**config.mk**
```make
export PLATFORM = sky130hd
export DESIGN_NAME = aquaflex_3b_sequencer
export DESIGN_NICKNAME = d
export VERILOG_FILES = /design/src/rtl/aquaflex_pkg.sv /design/src/rtl/aquaflex_pump_driver.sv /design/src/rtl/aquaflex_3b_sequencer.sv
export SDC_FILE = /design/constraint.sdc
export NUM_CORES = 1
export LEC_CHECK = 0
export CORE_MARGIN = 5
export CORE_UTILIZATION = 25
export DETAILED_ROUTE_END_ITERATION = 8
export MAX_ROUTING_LAYER = met4
export PLACE_DENSITY_LB_ADDON = 0.15
export SETUP_SLACK_MARGIN = 0.02
export SYNTH_ARGS = -nofsm -noshare
export SYNTH_HDL_FRONTEND = slang
export SYNTH_SLANG_ARGS = --single-unit
```
**constraint.sdc**
```tcl
create_clock -name clk -period 3.4 [get_ports clk]
set_clock_uncertainty 0.2 [all_clocks]
set_input_delay 0.34 -clock clk [delete_from_list [all_inputs] [get_ports clk]]
set_output_delay 0.34 -clock clk [all_outputs]
set_load 0.005 [all_outputs]
```
**src/rtl/aquaflex_pkg.sv**
```systemverilog
// rtl/aquaflex_pkg.sv - shared states, command codes, route masks and pump phases for the AquaFlex-3b sequencer
package aquaflex_pkg;

  typedef enum logic [2:0] {
    ST_IDLE,
    ST_ROUTE_IN,
    ST_LOAD,
    ST_MIX,
    ST_ROUTE_OUT,
    ST_UNLOAD,
    ST_CLOSE
  } state_t;

  localparam logic [2:0] SRC_B = 3'd0;
  localparam logic [2:0] SRC_C = 3'd1;
  localparam logic [2:0] SRC_D = 3'd2;
  localparam logic [2:0] SRC_E = 3'd3;
  localparam logic [2:0] SRC_F = 3'd4;

  localparam logic [1:0] DST_H = 2'd0;
  localparam logic [1:0] DST_I = 2'd1;
  localparam logic [1:0] DST_J = 2'd2;

  localparam logic [3:0] MASK_NONE  = 4'b0000;
  localparam logic [3:0] SW0_C      = 4'b0110;
  localparam logic [3:0] SW0_D      = 4'b0011;
  localparam logic [3:0] SW0_E      = 4'b1010;
  localparam logic [3:0] SW1_B      = 4'b1100;
  localparam logic [3:0] SW1_F      = 4'b0101;
  localparam logic [3:0] SW1_SHARED = 4'b0110;
  localparam logic [3:0] SW2_H      = 4'b0101;
  localparam logic [3:0] SW2_I      = 4'b1001;
  localparam logic [3:0] SW2_J      = 4'b0011;

  localparam logic [2:0] PHASE_OFF = 3'b000;
  localparam logic [2:0] PHASE_0   = 3'b001;
  localparam logic [2:0] PHASE_1   = 3'b010;
  localparam logic [2:0] PHASE_2   = 3'b100;

  // C, D and E reach PumpA through switch 0 and then the shared switch-1 path
  function automatic logic [3:0] src_sw0(input logic [2:0] src);
    case (src)
      SRC_C:   return SW0_C;
      SRC_D:   return SW0_D;
      SRC_E:   return SW0_E;
      default: return MASK_NONE;
    endcase
  endfunction

  function automatic logic [3:0] src_sw1(input logic [2:0] src);
    case (src)
      SRC_B:                return SW1_B;
      SRC_F:                return SW1_F;
      SRC_C, SRC_D, SRC_E:  return SW1_SHARED;
      default:              return MASK_NONE;
    endcase
  endfunction

  function automatic logic [3:0] dst_sw2(input logic [1:0] dst);
    case (dst)
      DST_H:   return SW2_H;
      DST_I:   return SW2_I;
      DST_J:   return SW2_J;
      default: return MASK_NONE;
    endcase
  endfunction

endpackage

```
**src/rtl/aquaflex_pump_driver.sv**
```systemverilog
// rtl/aquaflex_pump_driver.sv - peristaltic phase sequencer running a programmed number of strokes
module aquaflex_pump_driver
  import aquaflex_pkg::*;
#(
  parameter int STROKE_CYCLES = 8,
  parameter int VOL_W         = 8
) (
  input  logic             clk,
  input  logic             rst_n,
  input  logic             start,
  input  logic [VOL_W-1:0] vol,
  input  logic             abort,
  output logic [2:0]       phase,
  output logic             stroke_done
);

  localparam int PW = $clog2(STROKE_CYCLES + 1);

  logic [PW-1:0]    phase_cnt;
  logic [VOL_W-1:0] strokes_left;
  logic             phase_end;
  logic             last_phase;

  assign phase_end   = (phase != PHASE_OFF) && (phase_cnt == PW'(STROKE_CYCLES - 1));
  assign last_phase  = phase_end && (phase == PHASE_2);
  // Pulses in the final cycle of the final stroke so the FSM leaves its pump state on the same edge the pump stops
  assign stroke_done = last_phase && (strokes_left == VOL_W'(1));

  always_ff @(posedge clk or negedge rst_n) begin
    if (!rst_n) begin
      phase        <= PHASE_OFF;
      phase_cnt    <= '0;
      strokes_left <= '0;
    end else if (abort) begin
      phase     <= PHASE_OFF;
      phase_cnt <= '0;
    end else if (start) begin
      phase        <= PHASE_0;
      phase_cnt    <= '0;
      strokes_left <= vol;
    end else if (phase_end) begin
      phase_cnt <= '0;
      if (last_phase) begin
        strokes_left <= strokes_left - VOL_W'(1);
        phase        <= stroke_done ? PHASE_OFF : PHASE_0;
      end else begin
        phase <= {phase[1:0], 1'b0};
      end
    end else if (phase != PHASE_OFF) begin
      phase_cnt <= phase_cnt + PW'(1);
    end
  end

endmodule

```
**src/rtl/aquaflex_3b_sequencer.sv**
```systemverilog
// rtl/aquaflex_3b_sequencer.sv - run-level controller: route in, load, mix, route out, unload, close
module aquaflex_3b_sequencer
  import aquaflex_pkg::*;
#(
  parameter int SETTLE_CYCLES = 16,
  parameter int STROKE_CYCLES = 8,
  parameter int VOL_W         = 8,
  parameter int MIX_W         = 16
) (
  input  logic             clk,
  input  logic             rst_n,
  input  logic             cmd_valid,
  output logic             cmd_ready,
  input  logic [2:0]       cmd_src,
  input  logic [1:0]       cmd_dst,
  input  logic [VOL_W-1:0] cmd_vol,
  input  logic [MIX_W-1:0] cmd_mix,
  input  logic             abort,
  output logic [3:0]       sw0_open,
  output logic [3:0]       sw1_open,
  output logic [3:0]       sw2_open,
  output logic [2:0]       pump_a,
  output logic [2:0]       pump_c,
  output logic             mixer_en,
  output logic             busy,
  output logic             done,
  output logic             done_aborted,
  output logic             err
);

  localparam int SW = $clog2(SETTLE_CYCLES + 1);
  localparam int TW = (SW > MIX_W) ? SW : MIX_W;
  localparam logic [TW-1:0] SETTLE_LOAD = TW'(SETTLE_CYCLES - 1);

  state_t           state, state_n;
  logic [TW-1:0]    timer, timer_n;
  logic [2:0]       src_q, src_n;
  logic [1:0]       dst_q, dst_n;
  logic [VOL_W-1:0] vol_q;
  logic [MIX_W-1:0] mix_q;
  logic             aborted_q, aborted_n;
  logic             latch, legal, abort_hit;
  logic             start_a, start_c, a_done, c_done;
  logic             done_n, err_n;
  logic [3:0]       sw0_n, sw1_n, sw2_n;

  assign legal     = (cmd_src <= SRC_F) && (cmd_dst <= DST_J) && (cmd_vol != '0);
  assign abort_hit = abort && (state != ST_IDLE) && (state != ST_CLOSE);

  always_comb begin
    state_n   = state;
    timer_n   = (timer != '0) ? timer - TW'(1) : '0;
    aborted_n = aborted_q;
    latch     = 1'b0;
    start_a   = 1'b0;
    start_c   = 1'b0;
    done_n    = 1'b0;
    err_n     = 1'b0;
    case (state)
      ST_IDLE: if (cmd_valid) begin
        if (legal) begin
          state_n   = ST_ROUTE_IN;
          timer_n   = SETTLE_LOAD;
          latch     = 1'b1;
          aborted_n = 1'b0;
        end else begin
          err_n = 1'b1;
        end
      end
      ST_ROUTE_IN: if (timer == '0) begin
        state_n = ST_LOAD;
        start_a = 1'b1;
      end
      ST_LOAD: if (a_done) begin
        if (mix_q != '0) begin
          state_n = ST_MIX;
          timer_n = TW'(mix_q) - TW'(1);
        end else begin
          state_n = ST_ROUTE_OUT;
          timer_n = SETTLE_LOAD;
        end
      end
      ST_MIX: if (timer == '0) begin
        state_n = ST_ROUTE_OUT;
        timer_n = SETTLE_LOAD;
      end
      ST_ROUTE_OUT: if (timer == '0) begin
        state_n = ST_UNLOAD;
        start_c = 1'b1;
      end
      ST_UNLOAD: if (c_done) begin
        state_n = ST_CLOSE;
        timer_n = SETTLE_LOAD;
      end
      ST_CLOSE: if (timer == '0) begin
        state_n = ST_IDLE;
        done_n  = 1'b1;
      end
      default: state_n = ST_IDLE;
    endcase
    if (abort_hit) begin
      state_n   = ST_CLOSE;
      timer_n   = SETTLE_LOAD;
      start_a   = 1'b0;
      start_c   = 1'b0;
      aborted_n = 1'b1;
    end
  end

  // Masks are decoded from the next state so they register on the same edge the state changes
  assign src_n = latch ? cmd_src : src_q;
  assign dst_n = latch ? cmd_dst : dst_q;

  always_comb begin
    sw0_n = MASK_NONE;
    sw1_n = MASK_NONE;
    sw2_n = MASK_NONE;
    case (state_n)
      ST_ROUTE_IN, ST_LOAD: begin
        sw0_n = src_sw0(src_n);
        sw1_n = src_sw1(src_n);
      end
      ST_ROUTE_OUT, ST_UNLOAD: sw2_n = dst_sw2(dst_n);
      default: ;
    endcase
  end

  always_ff @(posedge clk or negedge rst_n) begin
    if (!rst_n) begin
      state        <= ST_IDLE;
      timer        <= '0;
      src_q        <= '0;
      dst_q        <= '0;
      vol_q        <= '0;
      mix_q        <= '0;
      aborted_q    <= 1'b0;
      sw0_open     <= MASK_NONE;
      sw1_open     <= MASK_NONE;
      sw2_open     <= MASK_NONE;
      mixer_en     <= 1'b0;
      busy         <= 1'b0;
      cmd_ready    <= 1'b1;
      done         <= 1'b0;
      done_aborted <= 1'b0;
      err          <= 1'b0;
    end else begin
      state        <= state_n;
      timer        <= timer_n;
      src_q        <= src_n;
      dst_q        <= dst_n;
      aborted_q    <= aborted_n;
      if (latch) begin
        vol_q <= cmd_vol;
        mix_q <= cmd_mix;
      end
      sw0_open     <= sw0_n;
      sw1_open     <= sw1_n;
      sw2_open     <= sw2_n;
      mixer_en     <= (state_n == ST_MIX);
      busy         <= (state_n != ST_IDLE);
      cmd_ready    <= (state_n == ST_IDLE);
      done         <= done_n;
      done_aborted <= done_n && aborted_q;
      err          <= err_n;
    end
  end

  aquaflex_pump_driver #(
    .STROKE_CYCLES(STROKE_CYCLES),
    .VOL_W        (VOL_W)
  ) u_pump_a (
    .clk        (clk),
    .rst_n      (rst_n),
    .start      (start_a),
    .vol        (vol_q),
    .abort      (abort_hit),
    .phase      (pump_a),
    .stroke_done(a_done)
  );

  aquaflex_pump_driver #(
    .STROKE_CYCLES(STROKE_CYCLES),
    .VOL_W        (VOL_W)
  ) u_pump_c (
    .clk        (clk),
    .rst_n      (rst_n),
    .start      (start_c),
    .vol        (vol_q),
    .abort      (abort_hit),
    .phase      (pump_c),
    .stroke_done(c_done)
  );

endmodule

```
==> qor.csv <==
stage,metric,value,unit
outcome,outcome,finished clean,
sta,Slew HR,0.543,
global_routing,gr ovfl total,0,
place,pre-CTS setup slack,0.237,ns
final_layout,Area Overhead vs Synth,26.1,%
power,Seq pwr share,0.392,
synthesis,Post-synth EDFFs,0,
global_routing,largest net degree at the start of global routing,50,
sta,RSZ-0062 raised after global routing,no,
setup_path,R2R Path Start,timer[0],
global_routing,initial antenna violation count,0,
final_layout,Util after Layout,0.318,
power,Cell Int Power,3.03,mW
floorplanning,Die Area,0.0233,mm2
global_routing,grt met1 use,0.150,
setup_path,WS Path Type,reg -> reg,
floorplanning,Initial Util,0.252,
clock_tree,CTS H-Tree Depth,3,
hold_path,Tightest Hold Check Type,reg -> reg,
hold_path,HP Start,aborted_q,
clock_tree,clk sinks,97,
floorplanning,num rows,52,
drt,vias per cell,4.75,
setup_path,"Req. time, crit path",3.46,ns
global_routing,first-pass GRT wire length,21.5,mm
synthesis,"Seq/Total Area, Yosys",0.477,
setup_path,"slowest stage delay, CP",0.54,ns
drt,WL/cell,15.4,um
power,Sw Ratio,0.370,
sta,Final WS setup,0.230,ns
setup_path,Setup crit start,timer[0],
place,IO buf count,56,
sta,final slew viol count,0,
synthesis,Yosys cell types,60,
global_routing,routing usage on met3,0.0230,
clock_tree,Worst-Skew Late Latency,0.36,ns
setup_path,CP max FO,8,
drt,DR iter-0 viols,212,
clock_tree,CTS tree,done,
final_layout,layout cell share with drive strength beyond 1,0.156,
synthesis,Mapped Area,0.00509,mm2
final_layout,nets@finish,608,
sta,slew of the pin with the lowest slew margin,0.680,ns
synthesis,"FF+latch count, synth",97,
synthesis,syn nets,539,
sta,endpoints failing hold,0,
run,Max-cap violations,0,
place,Post-DP HPWL,9.58,mm
floorplanning,Ports,57,
sta,TNS Setup,0,ns
power,Worst VDD drop,0.000335,V
floorplanning,DIE WIDTH,153,um
synthesis,"Avg Cell Area, Syn",10.2,um2
hold_path,Hold Crit Depth,2,
global_routing,busiest layer in global routing,met2,
power,Gate power share,0.380,
power,Power Density,750,mW/mm2
floorplanning,Die Y,153,um
global_routing,vias in the first global route,4167,
setup_path,slowest CP cell,or4_4,
setup_path,FF-to-FF setup slack,0.23,ns
synthesis,asr flop ratio synth,1.00,
synthesis,Syn Inst Count,498,
drt,first-pass iteration count of the detailed router,4,
place,routability cong.,0.813,
clock_tree,Clock Pin Slew Worst Setup and Hold Paths,0.07,ns
drt,DR DRC count,0,
final_layout,ant diodes,0,
drt,Total Wirelength,12.9,mm
drt,"antenna viol nets, final",0,
drt,via count,4000,
sta,post-layout min period,3.17,ns
power,LEAKAGE,2.74,nW
floorplanning,Core ar.,0.0202,mm2
setup_path,Setup crit start kind,register,
global_routing,GRT met2 Usage,0.180,
sta,Final Cycle Share,0.932,
hold_path,Hold Path End,aborted_q,
sta,Hold WS,0.270,ns
synthesis,ys flop type,dfrtp_1,
clock_tree,Root Buffer Master,clkbuf_16,
sta,final setup fails,0,
power,Clk pwr share,0.228,
sta,Max Fclk,315,MHz
power,P_sw,1.78,mW
clock_tree,Max clock buf depth,2,
setup_path,Worst Reg-to-Reg Cells,8,
setup_path,RR Endpoint,sw1_open[0],
setup_path,CP arrival,3.23,ns
setup_path,critical-path cell list,inv_1 > ha_1 > or4b_4 > or3_4 > or4_4 > and4bb_4 > xor2_4 > nor4b_2,
clock_tree,CTS Buf Count,9,
global_routing,gr usage total,0.116,
setup_path,CP endpoint kind,register,
synthesis,Syn. warnings,0,
## cell families (layout without fill, tap and decap cells)
| kind of cell | Yosys count | count (layout) | share of synthesized area |
|---|---|---|---|
| and+or+nand+nor | 205 | 205 | 0.228 |
| DFF | 97 | 97 | 0.477 |
| AOI/OAI and AO/OA | 89 | 89 | 0.113 |
| xor gates and xnor gates | 37 | 37 | 0.0674 |
| muxes | 33 | 33 | 0.0723 |
| buffers and inverters | 29 | 103 | 0.0231 |
| adders and majority gates | 8 | 8 | 0.0197 |
## cell usage after synthesis, drive strengths merged, types with 7 or more instances
cell type / count / area share
dfrtp: 96 / 0.47
nor4b: 9 / 0.019
nor2: 38 / 0.028
xnor2: 21 / 0.036
nand3: 13 / 0.013
nor4: 14 / 0.017
nor3: 23 / 0.023
ha: 8 / 0.020
or3: 9 / 0.012
mux2: 30 / 0.066
clkbuf: 13 / 0.0096
o21ai: 16 / 0.016
xor2: 16 / 0.031
or2: 7 / 0.0086
a21oi: 25 / 0.025
o22ai: 13 / 0.016
nand2: 42 / 0.031
inv: 11 / 0.0081
or4: 9 / 0.015
## layout make-up
type | count | area (um2)
Clock inverter | 4 | 77.6
Sequential cell | 97 | 2430
Inverter | 11 | 41.3
Tap cell | 270 | 338
Multi-Input combinational cell | 372 | 2570
Fill cell | 2133 | 13800
Timing Repair Buffer | 76 | 723
Clock buffer | 12 | 236
## stage by stage
step,power [mW],std cells,area [um2]
2_1_floorplan,3.10,498,5090
3_3_place_gp,3.72,825,6090
3_5_place_dp,3.74,825,6090
4_1_cts,4.87,842,6410
5_1_grt,5.16,842,6420
6_report,4.81,842,6420
## layout by cell type (no fill, tap or decap), types with 3 or more instances in the layout
cell	count
nor3_1	23
or4_1	7
nand2_1	42
nand4_1	5
dfrtp_1	96
nor2b_1	5
xnor2_1	21
nor4b_1	6
clkbuf_16	9
ha_1	8
a21oi_1	25
or3_1	8
a21o_1	3
clkbuf_1	3
or2_2	7
inv_1	11
mux2i_1	3
o221ai_1	4
xor2_1	15
or3b_2	4
nand2b_1	5
nor2_1	38
nor4b_2	3
a21boi_0	3
nor4_1	13
mux2_2	30
o211ai_1	6
clkdlybuf4s50_1	55
o21ai_0	16
nand3_1	13
nor3b_1	6
nand3b_1	4
buf_4	19
o22ai_1	13
## power by group through the flow
stage / combinational (mW) / sequential (mW) / clock (mW)
2_1_floorplan: 1.33 / 1.77 / 0
3_3_place_gp: 1.82 / 1.90 / 0
3_5_place_dp: 1.84 / 1.91 / 0
4_1_cts: 1.85 / 1.89 / 1.14
5_1_grt: 2.04 / 1.94 / 1.18
6_report: 1.83 / 1.88 / 1.10
## worst max-delay path by stage
stage,end,slack (ns)
floorplan,sw1_open[0],0.35
global placement,sw1_open[0],0.28
detailed placement,sw1_open[0],0.24
CTS,sw0_open[3],0.21
global route,sw0_open[3],0.05
finish,sw1_open[0],0.23
## per-layer routing
metal  wire length (um)  part of all wire
met2               6220              0.48
met3                375             0.029
met5                  0                 0
met4                196             0.015
met1               6140              0.47
## state kept, by name (all words and copies together), names as in the netlist, 4 cells and up
name / cells
mix_q: 16
timer: 16
u_pump_a.strokes_left: 8
u_pump_c.strokes_left: 8
vol_q: 8
sw0_open: 4
sw1_open: 4
sw2_open: 4
u_pump_a.phase_cnt: 4
u_pump_c.phase_cnt: 4
## worst max-delay path: cells and delay by family, from the launching register on
kind	cells	cell delay, ns
XOR/XNOR	1	0.22
adder cells (fa/ha/maj)	1	0.20
buffers and inverters	1	0.06
flip-flops	1	0.39
AND/OR/NAND/NOR	5	2.00
## timing repair
item                                    CTS  global route
endpoints found under the hold margin    48             0
resized for setup                         0             1
endpoints found under the setup margin    0             1
buffers inserted                          0             0
hold buffers                              1             0
No activity file was read; power rests on OpenSTA's default activity.
